--- src/rtl/alu_pkg.sv ---
// Shared ALU definitions for the add/subtract datapath.
// Contents:
//   op_t     - operation code: ADD, ADC, SUB, SBB
//   flags_t  - packed {n, z, c, v} condition flags
//   FLAG_*   - bit positions of each flag inside a packed flags vector
package alu_pkg;

  typedef enum logic [1:0] {
    ADD = 2'b00,
    ADC = 2'b01,
    SUB = 2'b10,
    SBB = 2'b11
  } op_t;

  typedef struct packed {
    logic n;
    logic z;
    logic c;
    logic v;
  } flags_t;

  localparam int FLAG_N = 3;
  localparam int FLAG_Z = 2;
  localparam int FLAG_C = 1;
  localparam int FLAG_V = 0;

endpackage

--- src/rtl/pipelined_addsub_if.sv ---
// Operand/result channel of the pipelined adder/subtractor.
// Signals:
//   in_valid, in_ready  - operand beat handshake
//   a, b, cin, op       - operands, carry-in and operation code
//   out_valid, out_ready - result handshake
//   sum, flags          - result and {n, z, c, v}
// Modports:
//   master - operand source / result consumer (drives operands, out_ready)
//   slave  - the adder/subtractor itself
interface pipelined_addsub_if #(
  parameter int WIDTH = 16
);
  import alu_pkg::*;

  logic             in_valid;
  logic             in_ready;
  logic [WIDTH-1:0] a;
  logic [WIDTH-1:0] b;
  logic             cin;
  op_t              op;
  logic             out_valid;
  logic             out_ready;
  logic [WIDTH-1:0] sum;
  flags_t           flags;

  modport master (
    output in_valid, a, b, cin, op, out_ready,
    input  in_ready, out_valid, sum, flags
  );

  modport slave (
    input  in_valid, a, b, cin, op, out_ready,
    output in_ready, out_valid, sum, flags
  );

endinterface

--- src/rtl/addsub_chunk.sv ---
// Combinational CHUNK-bit ripple-carry adder segment.
// Ports:
//   x, y      in  CHUNK  addends
//   ci        in  1      carry into bit 0
//   s         out CHUNK  sum
//   co        out 1      carry out of the top bit
//   c_msb_in  out 1      carry into the top bit (overflow detection)
module addsub_chunk #(
  parameter int CHUNK = 4
) (
  input  logic [CHUNK-1:0] x,
  input  logic [CHUNK-1:0] y,
  input  logic             ci,
  output logic [CHUNK-1:0] s,
  output logic             co,
  output logic             c_msb_in
);

  logic [CHUNK:0] carry;

  always_comb begin
    carry[0] = ci;
    for (int i = 0; i < CHUNK; i++) begin
      s[i]       = x[i] ^ y[i] ^ carry[i];
      carry[i+1] = (x[i] & y[i]) | (carry[i] & (x[i] ^ y[i]));
    end
  end

  assign co       = carry[CHUNK];
  assign c_msb_in = carry[CHUNK-1];

endmodule

--- src/rtl/pipelined_addsub.sv ---
// Pipelined two's-complement adder/subtractor with NZCV flags.
// The WIDTH-bit carry chain is cut into CHUNK-bit ripple segments with one
// register stage per segment, so results appear STAGES = WIDTH/CHUNK cycles
// after the operand beat is accepted. WIDTH must be a multiple of CHUNK.
// Ports:
//   clk    in  1  rising-edge clock
//   rst_n  in  1  asynchronous active-low reset; clears all in-flight beats
//   bus    slave modport of pipelined_addsub_if (operands, handshakes,
//          sum and flags)
module pipelined_addsub #(
  parameter int WIDTH = 16,
  parameter int CHUNK = 4
) (
  input  logic               clk,
  input  logic               rst_n,
  pipelined_addsub_if.slave  bus
);
  import alu_pkg::*;

  localparam int STAGES = WIDTH / CHUNK;

  logic [WIDTH-1:0] y_eff;
  logic             cin_eff;
  logic             stall;

  // Stage inputs: for stage 0 these are the live operands, for stage k the
  // registers of stage k-1.
  logic [STAGES-1:0][WIDTH-1:0] x_in, y_in, s_in;
  logic [STAGES-1:0]            c_in, z_in, vld_in;

  logic [STAGES-1:0][CHUNK-1:0] chunk_s;
  logic [STAGES-1:0]            chunk_co, chunk_cm;
  logic [STAGES-1:0][WIDTH-1:0] s_nxt;
  logic [STAGES-1:0]            z_nxt;

  // Stage registers. x_q/y_q carry the operand chunks that are still to be
  // added; s_q holds the chunks already summed; z_q is the running
  // "all finished chunks are zero" bit.
  logic [STAGES-1:0][WIDTH-1:0] x_q, y_q, s_q;
  logic [STAGES-1:0]            c_q, z_q, vld_q;
  logic                         m_q;

  logic [3:0] flag_vec;

  // Subtraction is A + ~B + carry; carry-in is 1 for SUB, cin for ADC/SBB.
  always_comb begin
    y_eff   = bus.b;
    cin_eff = 1'b0;
    case (bus.op)
      ADD: begin
        y_eff   = bus.b;
        cin_eff = 1'b0;
      end
      ADC: begin
        y_eff   = bus.b;
        cin_eff = bus.cin;
      end
      SUB: begin
        y_eff   = ~bus.b;
        cin_eff = 1'b1;
      end
      SBB: begin
        y_eff   = ~bus.b;
        cin_eff = bus.cin;
      end
      default: begin
        y_eff   = bus.b;
        cin_eff = 1'b0;
      end
    endcase
  end

  // The whole pipe freezes only when a finished result is not taken.
  assign stall        = vld_q[STAGES-1] & ~bus.out_ready;
  assign bus.in_ready = ~stall;

  for (genvar k = 0; k < STAGES; k++) begin : g_stage
    if (k == 0) begin : g_first
      assign x_in[k]   = bus.a;
      assign y_in[k]   = y_eff;
      assign c_in[k]   = cin_eff;
      assign s_in[k]   = '0;
      assign z_in[k]   = 1'b1;
      assign vld_in[k] = bus.in_valid;
    end else begin : g_next
      assign x_in[k]   = x_q[k-1];
      assign y_in[k]   = y_q[k-1];
      assign c_in[k]   = c_q[k-1];
      assign s_in[k]   = s_q[k-1];
      assign z_in[k]   = z_q[k-1];
      assign vld_in[k] = vld_q[k-1];
    end

    addsub_chunk #(
      .CHUNK(CHUNK)
    ) u_chunk (
      .x       (x_in[k][k*CHUNK +: CHUNK]),
      .y       (y_in[k][k*CHUNK +: CHUNK]),
      .ci      (c_in[k]),
      .s       (chunk_s[k]),
      .co      (chunk_co[k]),
      .c_msb_in(chunk_cm[k])
    );
  end

  // Insert each stage's fresh chunk into the partially built sum and fold
  // its zero test into the running zero bit.
  always_comb begin
    for (int k = 0; k < STAGES; k++) begin
      s_nxt[k]                   = s_in[k];
      s_nxt[k][k*CHUNK +: CHUNK] = chunk_s[k];
      z_nxt[k]                   = z_in[k] & ~|chunk_s[k];
    end
  end

  always_ff @(posedge clk or negedge rst_n) begin
    if (!rst_n) begin
      vld_q <= '0;
      x_q   <= '0;
      y_q   <= '0;
      s_q   <= '0;
      c_q   <= '0;
      z_q   <= '0;
      m_q   <= 1'b0;
    end else if (!stall) begin
      vld_q <= vld_in;
      x_q   <= x_in;
      y_q   <= y_in;
      s_q   <= s_nxt;
      c_q   <= chunk_co;
      z_q   <= z_nxt;
      m_q   <= chunk_cm[STAGES-1];
    end
  end

  // Overflow is carry into the MSB differing from carry out of it; every
  // flag comes from last-stage registers so it is held during a stall.
  always_comb begin
    flag_vec         = '0;
    flag_vec[FLAG_N] = s_q[STAGES-1][WIDTH-1];
    flag_vec[FLAG_Z] = z_q[STAGES-1];
    flag_vec[FLAG_C] = c_q[STAGES-1];
    flag_vec[FLAG_V] = c_q[STAGES-1] ^ m_q;
  end

  assign bus.out_valid = vld_q[STAGES-1];
  assign bus.sum       = s_q[STAGES-1];
  assign bus.flags     = flags_t'(flag_vec);

  // Operand bits already consumed by earlier stages are never read again.
  logic unused_bits;
  assign unused_bits = ^{chunk_cm, x_q, y_q};

endmodule

--- src/flat_wrapper.sv ---
// flat-port wrapper written by rule: the top's interface ports become plain ports
module pipelined_addsub_flat import alu_pkg::*;
#(
  parameter int WIDTH = 16,
  parameter int CHUNK = 4
)
  (clk, rst_n, bus_in_valid, bus_a, bus_b, bus_cin, bus_op, bus_out_ready, bus_in_ready, bus_out_valid, bus_sum, bus_flags);
  pipelined_addsub_if #(.WIDTH(WIDTH)) bus_i ();
  input  logic clk;
  input  logic rst_n;
  input wire logic [$bits(bus_i.in_valid)-1:0] bus_in_valid;
  input wire logic [$bits(bus_i.a)-1:0] bus_a;
  input wire logic [$bits(bus_i.b)-1:0] bus_b;
  input wire logic [$bits(bus_i.cin)-1:0] bus_cin;
  input wire logic [$bits(bus_i.op)-1:0] bus_op;
  input wire logic [$bits(bus_i.out_ready)-1:0] bus_out_ready;
  output wire logic [$bits(bus_i.in_ready)-1:0] bus_in_ready;
  output wire logic [$bits(bus_i.out_valid)-1:0] bus_out_valid;
  output wire logic [$bits(bus_i.sum)-1:0] bus_sum;
  output wire logic [$bits(bus_i.flags)-1:0] bus_flags;
  assign bus_i.in_valid = bus_in_valid;
  assign bus_i.a = bus_a;
  assign bus_i.b = bus_b;
  assign bus_i.cin = bus_cin;
  assign bus_i.op = bus_op;
  assign bus_i.out_ready = bus_out_ready;
  assign bus_in_ready = bus_i.in_ready;
  assign bus_out_valid = bus_i.out_valid;
  assign bus_sum = bus_i.sum;
  assign bus_flags = bus_i.flags;
  pipelined_addsub #(.WIDTH(WIDTH), .CHUNK(CHUNK)) u_core (.clk(clk), .rst_n(rst_n), .bus(bus_i));
endmodule
--- config.mk ---
export PLATFORM = sky130hd
export DESIGN_NAME = pipelined_addsub_flat
export DESIGN_NICKNAME = d
export VERILOG_FILES = /design/src/rtl/alu_pkg.sv /design/src/rtl/pipelined_addsub_if.sv /design/src/rtl/addsub_chunk.sv /design/src/rtl/pipelined_addsub.sv /design/src/flat_wrapper.sv
export SDC_FILE = /design/constraint.sdc
export NUM_CORES = 1
export LEC_CHECK = 0
export ABC_AREA = 0
export CAP_MARGIN = 20
export CORE_MARGIN = 2
export CORE_UTILIZATION = 49
export CTS_CLUSTER_DIAMETER = 60
export DETAILED_ROUTE_END_ITERATION = 7
export GPL_TIMING_DRIVEN = 0
export PLACE_DENSITY = 0.75
export SYNTH_ARGS = -nofsm -noshare
export SYNTH_HDL_FRONTEND = slang
export SYNTH_SLANG_ARGS = --single-unit
--- constraint.sdc ---
create_clock -name clk -period 2.2 [get_ports clk]
set_clock_uncertainty 0.2 [all_clocks]
set_input_delay 0.44 -clock clk [delete_from_list [all_inputs] [get_ports clk]]
set_output_delay 0.44 -clock clk [all_outputs]
set_load 0.01 [all_outputs]
==> results of run 1 <==
==> synth_stat cells, types with 3 or more instances <==
cell type / count / share of area
mux2_4: 12 / 0.040
dfrtp_1: 101 / 0.56
xnor2_1: 5 / 0.0098
mux2i_1: 3 / 0.0067
nor3b_1: 13 / 0.022
a21oi_1: 12 / 0.013
inv_1: 27 / 0.023
nand3b_1: 4 / 0.0067
xor2_1: 12 / 0.023
mux2_2: 71 / 0.18
buf_6: 5 / 0.013
fa_1: 16 / 0.072
buf_2: 8 / 0.0089
==> power by group through the flow <==
stage | Sequential [mW] | Combinational, mW | Clock (mW)
2_1_floorplan | 3.11 | 1.97 | 0
3_3_place_gp | 3.15 | 2.94 | 0
3_5_place_dp | 3.19 | 3.05 | 0
4_1_cts | 3.13 | 3.15 | 1.35
5_1_grt | 3.24 | 3.48 | 1.42
6_report | 3.13 | 3.21 | 1.33
==> kinds of logic (layout without fill, tap and decap cells) <==
group / count (synthesis) / count (layout) / share of synthesized area
compound gates: 15 / 15 / 0.01955
buf+inv: 45 / 129 / 0.05000
simple gates: 21 / 21 / 0.03603
flops: 101 / 101 / 0.5642
mux: 86 / 86 / 0.2254
fa+ha+maj: 16 / 16 / 0.07151
xor+xnor: 17 / 17 / 0.03324
==> cell type report <==
cell class / instances / area share
plain buffers: 15 / 0.02444
flip-flops and latches: 101 / 0.4491
clock buffers: 10 / 0.02444
clock inverters: 6 / 0.01667
multi-input cells: 155 / 0.3209
repair buffers: 70 / 0.1213
well taps: 108 / 0.02400
inverters: 28 / 0.01911
==> flip-flops by register name, indices dropped and copies added, names as in the netlist <==
register,flops
u_core.bus.sum,16
u_core.c_q,4
u_core.m_q,1
u_core.s_in,24
u_core.vld_q,4
u_core.x_in,24
u_core.y_in,24
u_core.z_q,4
==> timing repair <==
| item | 4_1_cts | 5_1_grt |
|---|---|---|
| hold buffers | 1 | 0 |
| hold endpoints to repair | 46 | 0 |
| resized for setup | 29 | 10 |
| setup endpoints to repair | 11 | 13 |
| buffers inserted | 3 | 6 |
| pin swaps | 5 | 7 |
==> path summary, 6_finish.rpt <==
path | start | end | slack (ns) | depth (start not counted)
hold / removal | bus_out_ready | u_core.bus.sum[15] | 0.27 | 3
hold reg to reg | u_core.vld_q[2] | u_core.vld_q[3] | 0.28 | 1
setup reg to reg | u_core.x_in[60] | u_core.z_q[3] | -0.27 | 9
setup / recovery | bus_op[1] | u_core.z_q[0] | -0.30 | 9
max in group asynchronous | rst_n | u_core.bus.sum[14] | 0.73 | 3
min in group asynchronous | rst_n | u_core.s_in[54] | 0.42 | 2
==> layer usage <==
metal  track usage  wire, um  part of all wire  vias to the layer above
met5             0         0                 0                        -
met4       0.07692       154             0.019                        0
met3       0.02811       327             0.039                       10
met2        0.2973      4046              0.49                       60
met1        0.2418      3766              0.45                     1294
li1              -         -                 -                     1173
==> worst max-delay path, cell delays in order <==
cell and delay [ns]:
buf_16 0.12, xnor2_4 0.14, fa_2 0.36, fa_2 0.34
fa_2 0.34, inv_2 0.06, fa_1 0.41, and4b_1 0.25
mux2_4 0.14
==> flow_summary.ini, run 1 <==
[synth]
syn_inst = 301
synth_area_um2 = 4479
avgSynthCellArea_um2 = 14.88
synth_seq_area_share = 0.5642
ys.warnings.count = 0
yosysUniqueCellTypes = 22
synth_edf_count = 0
synth_flop_cell = dfrtp_1
synth_nets = 356
synthArstFlopShare = 1.000
synth-seq-cells = 101

[clock_tree]
path_clk_slew_ns = 0.09
clk_latency_ns = 0.37
cts-root-buf = clkbuf_8
cts_buffer_depth = 2
cts_tree = done
htree_levels = 3
cts-buffers-inserted = 9
clock-sinks = 101

[sta]
whs_ns = 0.2658
post-route-min-period_ns = 2.497
rsz0062_at_grt = yes
fmax_mhz = 400.5
finalHoldViolCount = 0
slew_violations = 0
worst_slack_ns = -0.2970
slew_headroom = 0.5993
worst_pin_slew_ns = 0.6010
setup-violations-final = 8
finalCritPeriodShare = 1.135
setup_tns_ns = -1.648

[global_route]
track_usage = 0.1811
grt-ovfl-total = 0
grt_pass1_wl_um = 13550
grt_pass1_vias = 2693
antenna_found_initial = 0
grt_start_max_net_pins = 56

[final_layout]
register_area_um2 = 2529
post-route-util = 0.6394
postLayoutCellArea_um2 = 5630
final_common_cell = dfrtp_1
syn_to_final_growth_pct = 25.70
n_fill_cell = 663
mostFrequentLayoutCells = dfrtp_1, mux2_2, clkdlybuf4s50_1
antenna_cells = 0
instances_no_fill = 493
drive_gt1_frac = 0.4156
multi_input_comb_area_um2 = 1807
final_nets = 435

[power_and_ir_drop]
netSwitchingPower_mw = 2.447
peakVddDrop_mv = 0.4982
finalPower_mw = 7.668
internal_power_mw = 5.221
power_frac_clock = 0.174
p_per_area_nw_per_um2 = 1362
p_sw_frac = 0.3191
p_seq_frac = 0.408
power.leakage_nw = 2.451
combPwrFrac = 0.418

[drt]
routedWlPerCell_um = 16.82
wl_um = 8294
ant_nets = 0
routed_via_density = 5.146
first_pass_iters = 4
drtIter0Drc = 84
vias = 2537
drc = 0

[floorplan]
die_h_um = 99.61
fp.dieW_um = 99.61
row_count = 34
start_util = 0.5087
die_area_um2 = 9922
io_pins = 61
core_area_um2 = 8806

[worst_setup_path]
cp_max_fo = 4
required_ns = 2.30
end_kind = flip-flop
critical_path_class = input pin to flip-flop
cp_data_arrival_time_ns = 2.60
setup.worst_path.start_class = input pin

[placement]
placed_cells = 469
post-dp-hpwl_um = 5841
pre_cts_ws_ns = -1.083
dpl_cell_area_um2 = 5313
portBuffers = 59
gp_congestion = 0.7807

[hold_path]
hp-class = input pin to flip-flop

[status]
violations = negative setup slack
status = finished with violations

[run]
drv_cap = 0
Power figures use the tool's default switching activity.
==> inputs of run 2 (changes only) <==
--- a/config.mk
+++ b/config.mk
@@ -6,13 +6,14 @@
 export NUM_CORES = 1
 export LEC_CHECK = 0
 export ABC_AREA = 0
-export CAP_MARGIN = 20
+export CAP_MARGIN = 10
 export CORE_MARGIN = 2
 export CORE_UTILIZATION = 49
 export CTS_CLUSTER_DIAMETER = 60
 export DETAILED_ROUTE_END_ITERATION = 7
 export GPL_TIMING_DRIVEN = 0
 export PLACE_DENSITY = 0.75
+export SETUP_SLACK_MARGIN = 0.02
 export SYNTH_ARGS = -nofsm -noshare
 export SYNTH_HDL_FRONTEND = slang
 export SYNTH_SLANG_ARGS = --single-unit
==> flow_summary.ini, run 2 (synthesized netlist as in run 1, its figures left out) <==
[global_route]
grt-ovfl-total = 0
grt_pass1_vias = 2693
grt_start_max_net_pins = 56
track_usage = 0.1811
antenna_found_initial = 0
grt_pass1_wl_um = 13550

[hold_path]
hold_end = u_core.bus.sum[15]
min_path_cells = 3
min_from = bus_out_ready
hp-class = input pin to flip-flop

[worst_setup_path]
critPathTopFamily = adder cells
path_common_cell = fa_2
crit_chain = buf_16 -> xnor2_4 -> fa_2 -> fa_2 -> fa_2 -> inv_2 -> fa_1 -> and4b_1 -> mux2_4
cpPeakStageDelay_ns = 0.41
reg2reg_slack_ns = -0.28
crit-reg2reg-capture = u_core.z_q[3]
worstSetupPathDepth = 9
slowest_stage = fa_1
cp_data_arrival_time_ns = 2.60
end_kind = flip-flop
required_ns = 2.30
r2r_cells = 9
worstReg2RegStart = u_core.x_in[60]
setup.worst_path.start_class = input pin
path_buf_inv = 2
critical_path_class = input pin to flip-flop
cp_max_fo = 4

[final_layout]
drive_gt1_frac = 0.4171
post-route-util = 0.6407
n_fill_cell = 661
mostFrequentLayoutCells = dfrtp_1, mux2_2, clkdlybuf4s50_1
syn_to_final_growth_pct = 25.95
instances_no_fill = 494
final_common_cell = dfrtp_1
multi_input_comb_area_um2 = 1810
register_area_um2 = 2529
antenna_cells = 0
final_nets = 436

[sta]
finalHoldViolCount = 0
worst_slack_ns = -0.2971
worst_pin_slew_ns = 0.6010
setup-violations-final = 8
whs_ns = 0.2662
slew_headroom = 0.5993
fmax_mhz = 400.5
finalCritPeriodShare = 1.135
post-route-min-period_ns = 2.497
rsz0062_at_grt = yes
slew_violations = 0

[power_and_ir_drop]
p_per_area_nw_per_um2 = 1364
power.leakage_nw = 2.460
finalPower_mw = 7.696
p_sw_frac = 0.3181
peakVddDrop_mv = 0.4980
p_seq_frac = 0.407
combPwrFrac = 0.420
power_frac_clock = 0.173
internal_power_mw = 5.248
netSwitchingPower_mw = 2.448

[drt]
ant_nets = 0
routed_via_density = 5.128
drc = 0
vias = 2533
drtIter0Drc = 106
first_pass_iters = 4
routedWlPerCell_um = 16.78
wl_um = 8287

[floorplan]
die_area_um2 = 9922
fp.dieW_um = 99.61
row_count = 34
die_h_um = 99.61
io_pins = 61
start_util = 0.5087
core_area_um2 = 8806

[clock_tree]
cts_buffer_depth = 2
clock-sinks = 101
htree_levels = 3
clk_latency_ns = 0.37
cts-root-buf = clkbuf_8
cts-buffers-inserted = 9
cts_tree = done
path_clk_slew_ns = 0.09

[placement]
placed_cells = 469
gp_congestion = 0.7807
post-dp-hpwl_um = 5841
portBuffers = 59

[status]
violations = negative setup slack
status = finished with violations

[run]
drv_cap = 0
run 2: what timing repair did:
item | in CTS | in global routing
setup endpoints to repair | 11 | 14
pin swaps | 5 | 7
setup buffers | 3 | 7
gates cloned | 0 | 0
gates resized for setup | 29 | 11
hold buffers | 1 | 0
endpoints found under the hold margin | 46 | 0
run 2: per-layer routing:
layer | GRT usage | vias up | routed length [um] | share of wire
met5 | 0 | - | 0 | 0
met3 | 0.02811 | 10 | 329 | 0.040
met2 | 0.2973 | 58 | 4030 | 0.49
met1 | 0.2418 | 1289 | 3773 | 0.46
li1 | - | 1176 | - | -
met4 | 0.07692 | 0 | 153 | 0.018
run 2: per-stage QoR:
step                worst slack, ns  setup TNS (ns)  area (um2)
global route                -0.3417          -2.126        5642
CTS                         -0.4131          -2.175        5578
detailed placement           -1.083          -18.26        5313
floorplan                   -0.7377          -2.253        4562
finish                      -0.2971          -1.661        5642
global placement             -3.155         -335.53        5288
run 2: layout make-up:
class                           instances  share of cell area
Buffer                                 15             0.02440
Clock buffer                           10             0.02440
Clock inverter                          6             0.01663
Inverter                               28             0.01907
Multi-Input combinational cell        155              0.3209
Sequential cell                       101              0.4482
Tap cell                              108             0.02395
Timing Repair Buffer                   71              0.1224
run 2: worst max path at each step:
| stage | from | to |
|---|---|---|
| 3_5_place_dp | bus_b[0] | u_core.z_q[0] |
| 6_report | bus_op[1] | u_core.z_q[0] |
| 2_1_floorplan | bus_op[1] | u_core.z_q[0] |
| 4_1_cts | bus_op[0] | u_core.z_q[0] |
| 3_3_place_gp | rst_n | u_core.bus.sum[12] |
| 5_1_grt | u_core.x_in[60] | u_core.z_q[3] |
run 2: worst register-to-register path, cell delays in order (launching register included):
cell	delay, ns
dfrtp_1	0.41
fa_2	0.21
inv_2	0.04
fa_2	0.39
inv_2	0.07
fa_2	0.21
inv_2	0.04
fa_1	0.51
nand3b_1	0.11
o41ai_2	0.20
run 2: power by group through the flow:
stage	Combinational (mW)	Sequential (mW)	Clock, mW
detailed placement	3.05	3.19	0
finish	3.23	3.13	1.33
global placement	2.94	3.15	0
global route	3.52	3.24	1.42
floorplan	1.97	3.11	0
CTS	3.15	3.13	1.35
